File: src/rtl/tmds_encoder.sv
// tmds_encoder: per-channel DVI/HDMI TMDS encoder, 2-stage pipeline, bit-reversed 10-bit output.
// Define TMDS_TERC4_EN to add data-island TERC4 encoding through i_island / i_aux.
module tmds_encoder (
    input  logic       i_clk,
    input  logic       i_reset,
    input  logic       i_de,
    input  logic [7:0] i_data,
    input  logic [1:0] i_ctl,
`ifdef TMDS_TERC4_EN
    input  logic       i_island,
    input  logic [3:0] i_aux,
`endif
    output logic [9:0] o_word
);

    function automatic logic [3:0] popcount8(input logic [7:0] v);
        logic [3:0] n;
        n = 4'd0;
        for (int i = 0; i < 8; i++) begin
            n = n + {3'b000, v[i]};
        end
        return n;
    endfunction

    // Serializer shifts word bit 9 first, TMDS wants q_out[0] first.
    function automatic logic [9:0] rev10(input logic [9:0] v);
        logic [9:0] r;
        for (int i = 0; i < 10; i++) begin
            r[i] = v[9-i];
        end
        return r;
    endfunction

    function automatic logic [9:0] ctl_token(input logic [1:0] c);
        logic [9:0] t;
        unique case (c)
            2'b00: t = 10'b1101010100;
            2'b01: t = 10'b0010101011;
            2'b10: t = 10'b0101010100;
            2'b11: t = 10'b1010101011;
        endcase
        return t;
    endfunction

`ifdef TMDS_TERC4_EN
    function automatic logic [9:0] terc4_code(input logic [3:0] a);
        logic [9:0] t;
        unique case (a)
            4'h0: t = 10'b1010011100;
            4'h1: t = 10'b1001100011;
            4'h2: t = 10'b1011100100;
            4'h3: t = 10'b1011100010;
            4'h4: t = 10'b0101110001;
            4'h5: t = 10'b0100011110;
            4'h6: t = 10'b0110001110;
            4'h7: t = 10'b0100111100;
            4'h8: t = 10'b1011001100;
            4'h9: t = 10'b0100111001;
            4'hA: t = 10'b0110011100;
            4'hB: t = 10'b1011000110;
            4'hC: t = 10'b1010001110;
            4'hD: t = 10'b1001110001;
            4'hE: t = 10'b0101100011;
            4'hF: t = 10'b1011000011;
        endcase
        return t;
    endfunction
`endif

    // Stage 1: transition minimization
    logic [3:0] n1;
    logic       use_xnor;
    logic       acc;
    logic [8:0] qm_d;

    always_comb begin
        n1       = popcount8(i_data);
        use_xnor = (n1 > 4'd4) || ((n1 == 4'd4) && !i_data[0]);
        qm_d     = 9'd0;
        acc      = i_data[0];
        qm_d[0]  = acc;
        for (int i = 1; i < 8; i++) begin
            acc     = use_xnor ? ~(acc ^ i_data[i]) : (acc ^ i_data[i]);
            qm_d[i] = acc;
        end
        qm_d[8] = ~use_xnor;
    end

    logic [8:0] qm_q;
    logic       de_q;
    logic [1:0] ctl_q;
`ifdef TMDS_TERC4_EN
    logic       island_q;
    logic [3:0] aux_q;
`endif

    always_ff @(posedge i_clk or posedge i_reset) begin
        if (i_reset) begin
            qm_q  <= 9'd0;
            de_q  <= 1'b0;
            ctl_q <= 2'b00;
        end else begin
            qm_q  <= qm_d;
            de_q  <= i_de;
            ctl_q <= i_ctl;
        end
    end

`ifdef TMDS_TERC4_EN
    always_ff @(posedge i_clk or posedge i_reset) begin
        if (i_reset) begin
            island_q <= 1'b0;
            aux_q    <= 4'h0;
        end else begin
            island_q <= i_island;
            aux_q    <= i_aux;
        end
    end
`endif

    // Stage 2: DC balance against the running disparity
    logic [4:0]        cnt_q;
    logic [4:0]        cnt_d;
    logic [3:0]        n1q;
    logic signed [5:0] diff;
    logic signed [5:0] cnt_ext;
    logic signed [4:0] cnt_nxt;
    logic              cnt_pos;
    logic              cnt_neg;
    logic [9:0]        q_vid;
    logic [9:0]        q_out;
    logic [9:0]        word_d;
    logic [9:0]        word_q;

    always_comb begin
        n1q     = popcount8(qm_q[7:0]);
        diff    = $signed({1'b0, n1q, 1'b0}) - 6'sd8;
        cnt_ext = $signed({cnt_q[4], cnt_q});
        cnt_pos = ~cnt_q[4] & (cnt_q != 5'd0);
        cnt_neg = cnt_q[4];
        if ((cnt_q == 5'd0) || (n1q == 4'd4)) begin
            q_vid   = {~qm_q[8], qm_q[8], qm_q[8] ? qm_q[7:0] : ~qm_q[7:0]};
            cnt_nxt = qm_q[8] ? 5'(cnt_ext + diff) : 5'(cnt_ext - diff);
        end else if ((cnt_pos && (n1q > 4'd4)) || (cnt_neg && (n1q < 4'd4))) begin
            q_vid   = {1'b1, qm_q[8], ~qm_q[7:0]};
            cnt_nxt = 5'(cnt_ext + (qm_q[8] ? 6'sd2 : 6'sd0) - diff);
        end else begin
            q_vid   = {1'b0, qm_q[8], qm_q[7:0]};
            cnt_nxt = 5'(cnt_ext + diff - (qm_q[8] ? 6'sd0 : 6'sd2));
        end
    end

    // Any non-video symbol restarts disparity tracking from zero.
    always_comb begin
        q_out = ctl_token(ctl_q);
        cnt_d = 5'd0;
        if (de_q) begin
            q_out = q_vid;
            cnt_d = cnt_nxt;
        end
`ifdef TMDS_TERC4_EN
        else if (island_q) begin
            q_out = terc4_code(aux_q);
        end
`endif
        word_d = rev10(q_out);
    end

    always_ff @(posedge i_clk or posedge i_reset) begin
        if (i_reset) begin
            word_q <= 10'h0AB;
            cnt_q  <= 5'd0;
        end else begin
            word_q <= word_d;
            cnt_q  <= cnt_d;
        end
    end

    assign o_word = word_q;

endmodule

File: config.mk
export PLATFORM = sky130hd
export DESIGN_NAME = tmds_encoder
export DESIGN_NICKNAME = d
export VERILOG_FILES = /design/src/rtl/tmds_encoder.sv
export SDC_FILE = /design/constraint.sdc
export NUM_CORES = 1
export LEC_CHECK = 0
export CORE_MARGIN = 2
export CORE_UTILIZATION = 45
export CTS_CLUSTER_SIZE = 8
export DETAILED_ROUTE_END_ITERATION = 8
export PLACE_DENSITY = 0.62
export SYNTH_ARGS = -nofsm -noshare
export SYNTH_HDL_FRONTEND = slang
export SYNTH_SLANG_ARGS = --single-unit
File: constraint.sdc
create_clock -name i_clk -period 9.1 [get_ports i_clk]
set_input_delay 1.365 -clock i_clk [delete_from_list [all_inputs] [get_ports i_clk]]
set_output_delay 1.365 -clock i_clk [all_outputs]
set_load 0.005 [all_outputs]
==> results.cfg, run 1 <==
[floorplanning]
initial_core_util = 0.468
core_um2 = 4380
die_x_um = 71.5
floorplan.die.height_um = 71.5
row_count = 24
io-pin-count = 23
die_area_um2 = 5120

[global_routing]
grt_max_degree = 27
grt_use_total = 0.161
globalRouteOverflowTotal = 0
wire_length_of_the_first_global_routing_pass_mm = 6.49
antenna_found_initial = 0
grt_pass1_vias = 1378

[cells_and_area]
area_growth_syn_to_layout_pct = 15.7
n_fill_cell = 407
antennaDiodeCount = 0
drive_above_1_share = 0.0617
num-nets-final = 277
final_core_utilization = 0.542

[min_path]
timing.hold.worst_endpoint = o_word[7]$_DFF_PP1_
hold_path_class = reg -> reg
hold_depth = 1
hp-start = qm_q[2]$_DFF_PP0_

[timing]
whs_ns = 0.485
finalCritPeriodShare = 0.539
worstMarginPinSlew_ns = 0.959
timing.final.max_slew_violations = 0
timing.final.setup_violations = 0
worst_clock_skew_ns = 0.00619
max_slew_margin = 0.360
rsz0062_at_grt = no
hold_viol_final = 0
timing.fmax_mhz = 204
period_minus_slack_ns = 4.90
fin_setup_tns_ns = 0

[synth]
ys_ff_latch = 26
synthesis.area_per_instance_um2 = 9.97
postSynthNetCount = 255
post_synth_instance_area_um2 = 2050
synth_edf_count = 0
synth-async-reset-ratio = 1.00
dominantRegCellSynth = dfrtp_1
synthesis.instances = 206
yosysSeqAreaShare = 0.320
yosysWarningCount = 0
synth.distinct_cells = 37

[detailed_routing]
totalWireLength_mm = 3.73
route.vias.total = 1437
detail_route.drc_violations = 0
dr.pass1.iters = 4
route.detailed.vias_per_inst = 5.15
final_ant_viol_nets = 0
first_iter_violations = 137
routed_wire_length_per_instance_um = 13.4

[critical_path]
worst_setup_path_end_kind = flop
crit_arrival_ns = 5.01
cp_data_required_time_ns = 9.21
critical_path_peak_fanout = 8
critical_path_class = reg -> reg
critical_path.startpoint_type = flop
flop_to_flop_setup_slack_ns = 4.20
r2r_cells = 14
timing.rr.start = qm_q[0]$_DFF_PP0_
r2r_end = o_word[6]$_DFF_PP0_

[placed_design]
globalplace.congestion = 0.877
detailedPlacementHpwl_mm = 3.04
port_buffers = 22

[clocking]
worstSkewPairLatency_ns = 0.27
cts_root_buffer = clkbuf_8
hold_buffers = 0
ctsResizeCount = 0
post_cts_buffers = 0
numClockSinks = 26
clk_transition_reported_paths_ns = 0.09
cts_htree_levels = 1
tritoncts.num_buffers = 3
cts_tree = done
maximum_number_of_buffers_from_clock_root_to_sink = 2

[job]
max_cap_viol_count = 0

[status]
outcome = finished clean
-- state kept, by name (all words and copies together) (netlist names) --
signal  flops
de_q        1
ctl_q       2
cnt_q       4
o_word     10
qm_q        9
-- worst max-delay path, stage by stage (launching register included) --
cell and delay, ns:
dfrtp_1 0.44, fa_1 0.55, inv_1 0.05, fa_1 0.45
fa_1 0.49, inv_1 0.04, ha_1 0.20, fa_1 0.39
xor2_1 0.23, ha_1 0.21, nor3b_1 0.57, o21ai_0 0.25
and3_1 0.21, a31oi_1 0.50, o211ai_1 0.16
-- metal layers --
metal / vias up / part of all wire / global-route usage
met5: - / 0 / 0
met4: 0 / 0 / 0.0252
met3: 0 / 0.057 / 0.0295
met2: 37 / 0.45 / 0.245
met1: 675 / 0.50 / 0.245
li1: 725 / - / -
-- final cells by class --
type	instances	area (um^2)	share of cell area
inverters	38	143	0.0601
clock buffers	4	55.1	0.0232
multi-input cells	137	1230	0.520
repair buffers	22	220	0.0927
flip-flops and latches	26	657	0.277
well taps	52	65.1	0.0274
-- metrics by stage --
step | setup WS (ns) | instance area, um^2 | std cells
after detailed placement | 3.99 | 2320 | 275
after CTS | 4.19 | 2370 | 279
after global routing | 3.80 | 2370 | 279
final | 4.20 | 2370 | 279
after global placement | 4.06 | 2320 | 275
after floorplan | 4.61 | 2050 | 206
-- cell families (layout without fill, tap and decap cells) --
| logic type | Yosys count | in the layout | share of synthesized area |
|---|---|---|---|
| AND/OR/NAND/NOR | 33 | 33 | 0.0823 |
| AO/OA/AOI/OAI | 44 | 44 | 0.142 |
| XOR/XNOR | 22 | 22 | 0.101 |
| adder cells (fa/ha/maj) | 36 | 36 | 0.267 |
| buffers and inverters | 43 | 64 | 0.0786 |
| flip-flops | 26 | 26 | 0.320 |
| multiplexers | 2 | 2 | 0.00975 |
-- layout by cell type (no fill, tap or decap), types with 3 or more instances in the layout --
master / synthesis / final
a21oi_1: 11 / 11
a31oi_1: 4 / 4
clkbuf_8: 0 / 4
clkdlybuf4s50_1: 0 / 22
dfrtp_1: 21 / 21
dfstp_2: 5 / 5
fa_1: 13 / 13
ha_1: 23 / 23
inv_1: 37 / 37
nand2_1: 11 / 11
nor2_1: 6 / 6
nor3_1: 6 / 6
o211ai_1: 8 / 8
o21ai_0: 6 / 6
o22ai_1: 3 / 3
xnor2_1: 11 / 11
xor2_1: 10 / 10
-- synthesized netlist by cell type, types with 2 or more instances --
master	instances	area, um^2
a22oi_1	2	15.0
inv_1	37	139
o22ai_1	3	18.8
o211ai_1	8	60.1
o31ai_1	2	15.0
clkbuf_1	5	18.8
dfrtp_1	21	526
nand2_1	11	41.3
a21oi_1	11	55.1
dfstp_2	5	131
ha_1	23	288
o21bai_1	2	15.0
o21ai_0	6	30.0
nor3_1	6	30.0
nor2_1	6	22.5
a31oi_1	4	25.0
mux2i_1	2	20.0
a221oi_1	2	17.5
fa_1	13	260
xor2_1	10	87.6
xnor2_1	11	96.3
-- worst max path at each step --
| stage | from | endpoint | slack, ns |
|---|---|---|---|
| finish | qm_q[0]$_DFF_PP0_ | o_word[6]$_DFF_PP0_ | 4.20 |
| global route | qm_q[0]$_DFF_PP0_ | o_word[6]$_DFF_PP0_ | 3.80 |
| CTS | qm_q[0]$_DFF_PP0_ | o_word[6]$_DFF_PP0_ | 4.19 |
| detailed placement | i_data[0] | qm_q[5]$_DFF_PP0_ | 3.99 |
| global placement | i_data[0] | qm_q[7]$_DFF_PP0_ | 4.06 |
| floorplan | qm_q[0]$_DFF_PP0_ | cnt_q[4]$_DFF_PP0_ | 4.61 |
Power of run 1 is left out: the tool's default activity adds up to more than one toggle a clock period on the data nets, which glitch-free logic cannot reach.
==> run 2: changes to the inputs <==
==> constraint.sdc (replaced) <==
create_clock -name i_clk -period 4.8 [get_ports i_clk]
set_input_delay 0.72 -clock i_clk [delete_from_list [all_inputs] [get_ports i_clk]]
set_output_delay 0.72 -clock i_clk [all_outputs]
set_load 0.005 [all_outputs]
==> run 2 against run 1 <==
Net effect:
- critical path depth unchanged
- clock-buffer cell count decreased by 1
- register-to-register slack worse by 4.0 ns
- non-clock buffer count up 4
- clock skew is 0.0019 ns higher
- worst setup slack got worse by 4.0 ns
- via count is 0.70% higher
- hold slack gained 0.020 ns
- sequential share of layout area is 0.72 points lower
==> results.cfg, run 2 (synthesis results as in run 1) <==
[status]
outcome = finished clean

[placed_design]
dp_cells = 279
globalplace.congestion = 0.867
port_buffers = 22
detailedPlacementHpwl_mm = 3.19

[cells_and_area]
antennaDiodeCount = 0
largest_register_ffs = 10
final_cell_mix = inv_1, ha_1, clkdlybuf4s50_1
num-nets-final = 281
mostFrequentLayoutCell = inv_1
final_cell_count_no_fill = 283
drive_above_1_share = 0.0996
area_growth_syn_to_layout_pct = 18.8

[detailed_routing]
final_ant_viol_nets = 0
totalWireLength_mm = 3.90
detail_route.drc_violations = 0
routed_wire_length_per_instance_um = 13.8
route.detailed.vias_per_inst = 5.11
dr.pass1.iters = 4
first_iter_violations = 69
route.vias.total = 1447

[critical_path]
cp_data_required_time_ns = 4.97
crit_arrival_ns = 4.78
timing.critical_path.mode_cell = fa_1
timing.rr.start = qm_q[0]$_DFF_PP0_
critical_path_peak_fanout = 5
worst_path_largest_cell_delay_ns = 0.54
critical_path_class = reg -> reg
critical_path.startpoint_type = flop
worst_setup_path_end_kind = flop
critical-path-slowest-cell = fa_1
critPathLaunch = qm_q[0]$_DFF_PP0_
critical_path.cell_chain = fa_1 -> inv_1 -> fa_1 -> fa_1 -> inv_1 -> ha_1 -> fa_2 -> xor2_1 -> ha_1 -> inv_2 -> o311a_1 -> or4_4 -> and4_4 -> nor4_2

[timing]
timing.final.max_slew_violations = 0
fin_setup_tns_ns = 0
finalCritPeriodShare = 0.959
hold_viol_final = 0
worstMarginPinSlew_ns = 0.906
max_slew_margin = 0.395
timing.final.setup_violations = 0
rsz0062_at_grt = yes
worst_clock_skew_ns = 0.00813
period_minus_slack_ns = 4.60
timing.fmax_mhz = 217

[min_path]
hp-start = qm_q[4]$_DFF_PP0_
hold_path_class = reg -> reg

[job]
max_cap_viol_count = 0

[clocking]
tritoncts.num_buffers = 3
worstSkewPairLatency_ns = 0.27
cts_htree_levels = 1
hold_buffers = 0
cts_tree = done
numClockSinks = 26
maximum_number_of_buffers_from_clock_root_to_sink = 2
clk_transition_reported_paths_ns = 0.09
cts_root_buffer = clkbuf_8

[global_routing]
grt_pass1_vias = 1427
antenna_found_initial = 0
wire_length_of_the_first_global_routing_pass_mm = 6.83
grt_max_degree = 27
globalRouteOverflowTotal = 0
grt_use_total = 0.167

[floorplanning]
initial_core_util = 0.468
die_x_um = 71.5
core_um2 = 4380
row_count = 24
io-pin-count = 23
floorplan.die.height_um = 71.5
die_area_um2 = 5120
run 2: final timing paths:
kind                                  endpoint  slack (ns)  cells after the start
max                         cnt_q[4]$_DFF_PP0_        0.20                     14
min                        o_word[5]$_DFF_PP1_        0.50                      1
max reg2reg                 cnt_q[4]$_DFF_PP0_        0.20                     14
min reg2reg                o_word[5]$_DFF_PP1_        0.50                      1
max in group asynchronous  o_word[2]$_DFF_PP0_        3.29                      2
min in group asynchronous  o_word[9]$_DFF_PP0_        0.95                      2
run 2: layout make-up:
cell class / instances / area, um^2
clock buffers: 3 / 41.3
repair buffers: 26 / 250
clock inverters: 1 / 30.0
flip-flops and latches: 26 / 657
inverters: 38 / 143
well taps: 52 / 65.1
fillers: 407 / 1950
multi-input cells: 137 / 1250
run 2: through the flow:
stage | cell area (um^2) | worst slack, ns | hold slack [ns] | utilization
6_report | 2440 | 0.196 | 0.505 | 0.556
5_1_grt | 2440 | 0.00160 | 0.530 | 0.556
4_1_cts | 2420 | 0.0310 | 0.501 | 0.552
3_5_place_dp | 2350 | 0.0653 | 0.478 | 0.536
3_3_place_gp | 2350 | 0.211 | 0.486 | 0.536
2_1_floorplan | 2050 | 0.308 | 0.446 | -
run 2: worst max-delay path: cells and delay by family (launching register included):
kind | cells | cell delay (ns)
adder cells (fa/ha/maj) | 6 | 2.41
AO/OA/AOI/OAI | 1 | 0.36
AND/OR/NAND/NOR | 3 | 0.99
buffers and inverters | 3 | 0.15
flip-flops | 1 | 0.42
XOR/XNOR | 1 | 0.17
run 2: routing by layer:
layer / vias to the layer above / GRT usage / part of all wire
li1: 735 / - / -
met3: 0 / 0.0211 / 0.026
met4: 0 / 0.0189 / 0
met2: 21 / 0.282 / 0.50
met1: 691 / 0.239 / 0.48
met5: - / 0 / 0
run 2: repair_timing:
item | in CTS | in global routing
setup buffers | 0 | 0
gates resized for setup | 0 | 5
endpoints found under the setup margin | 0 | 7
hold endpoints to repair | 0 | 0
Power of run 2 is left out for the same reason.
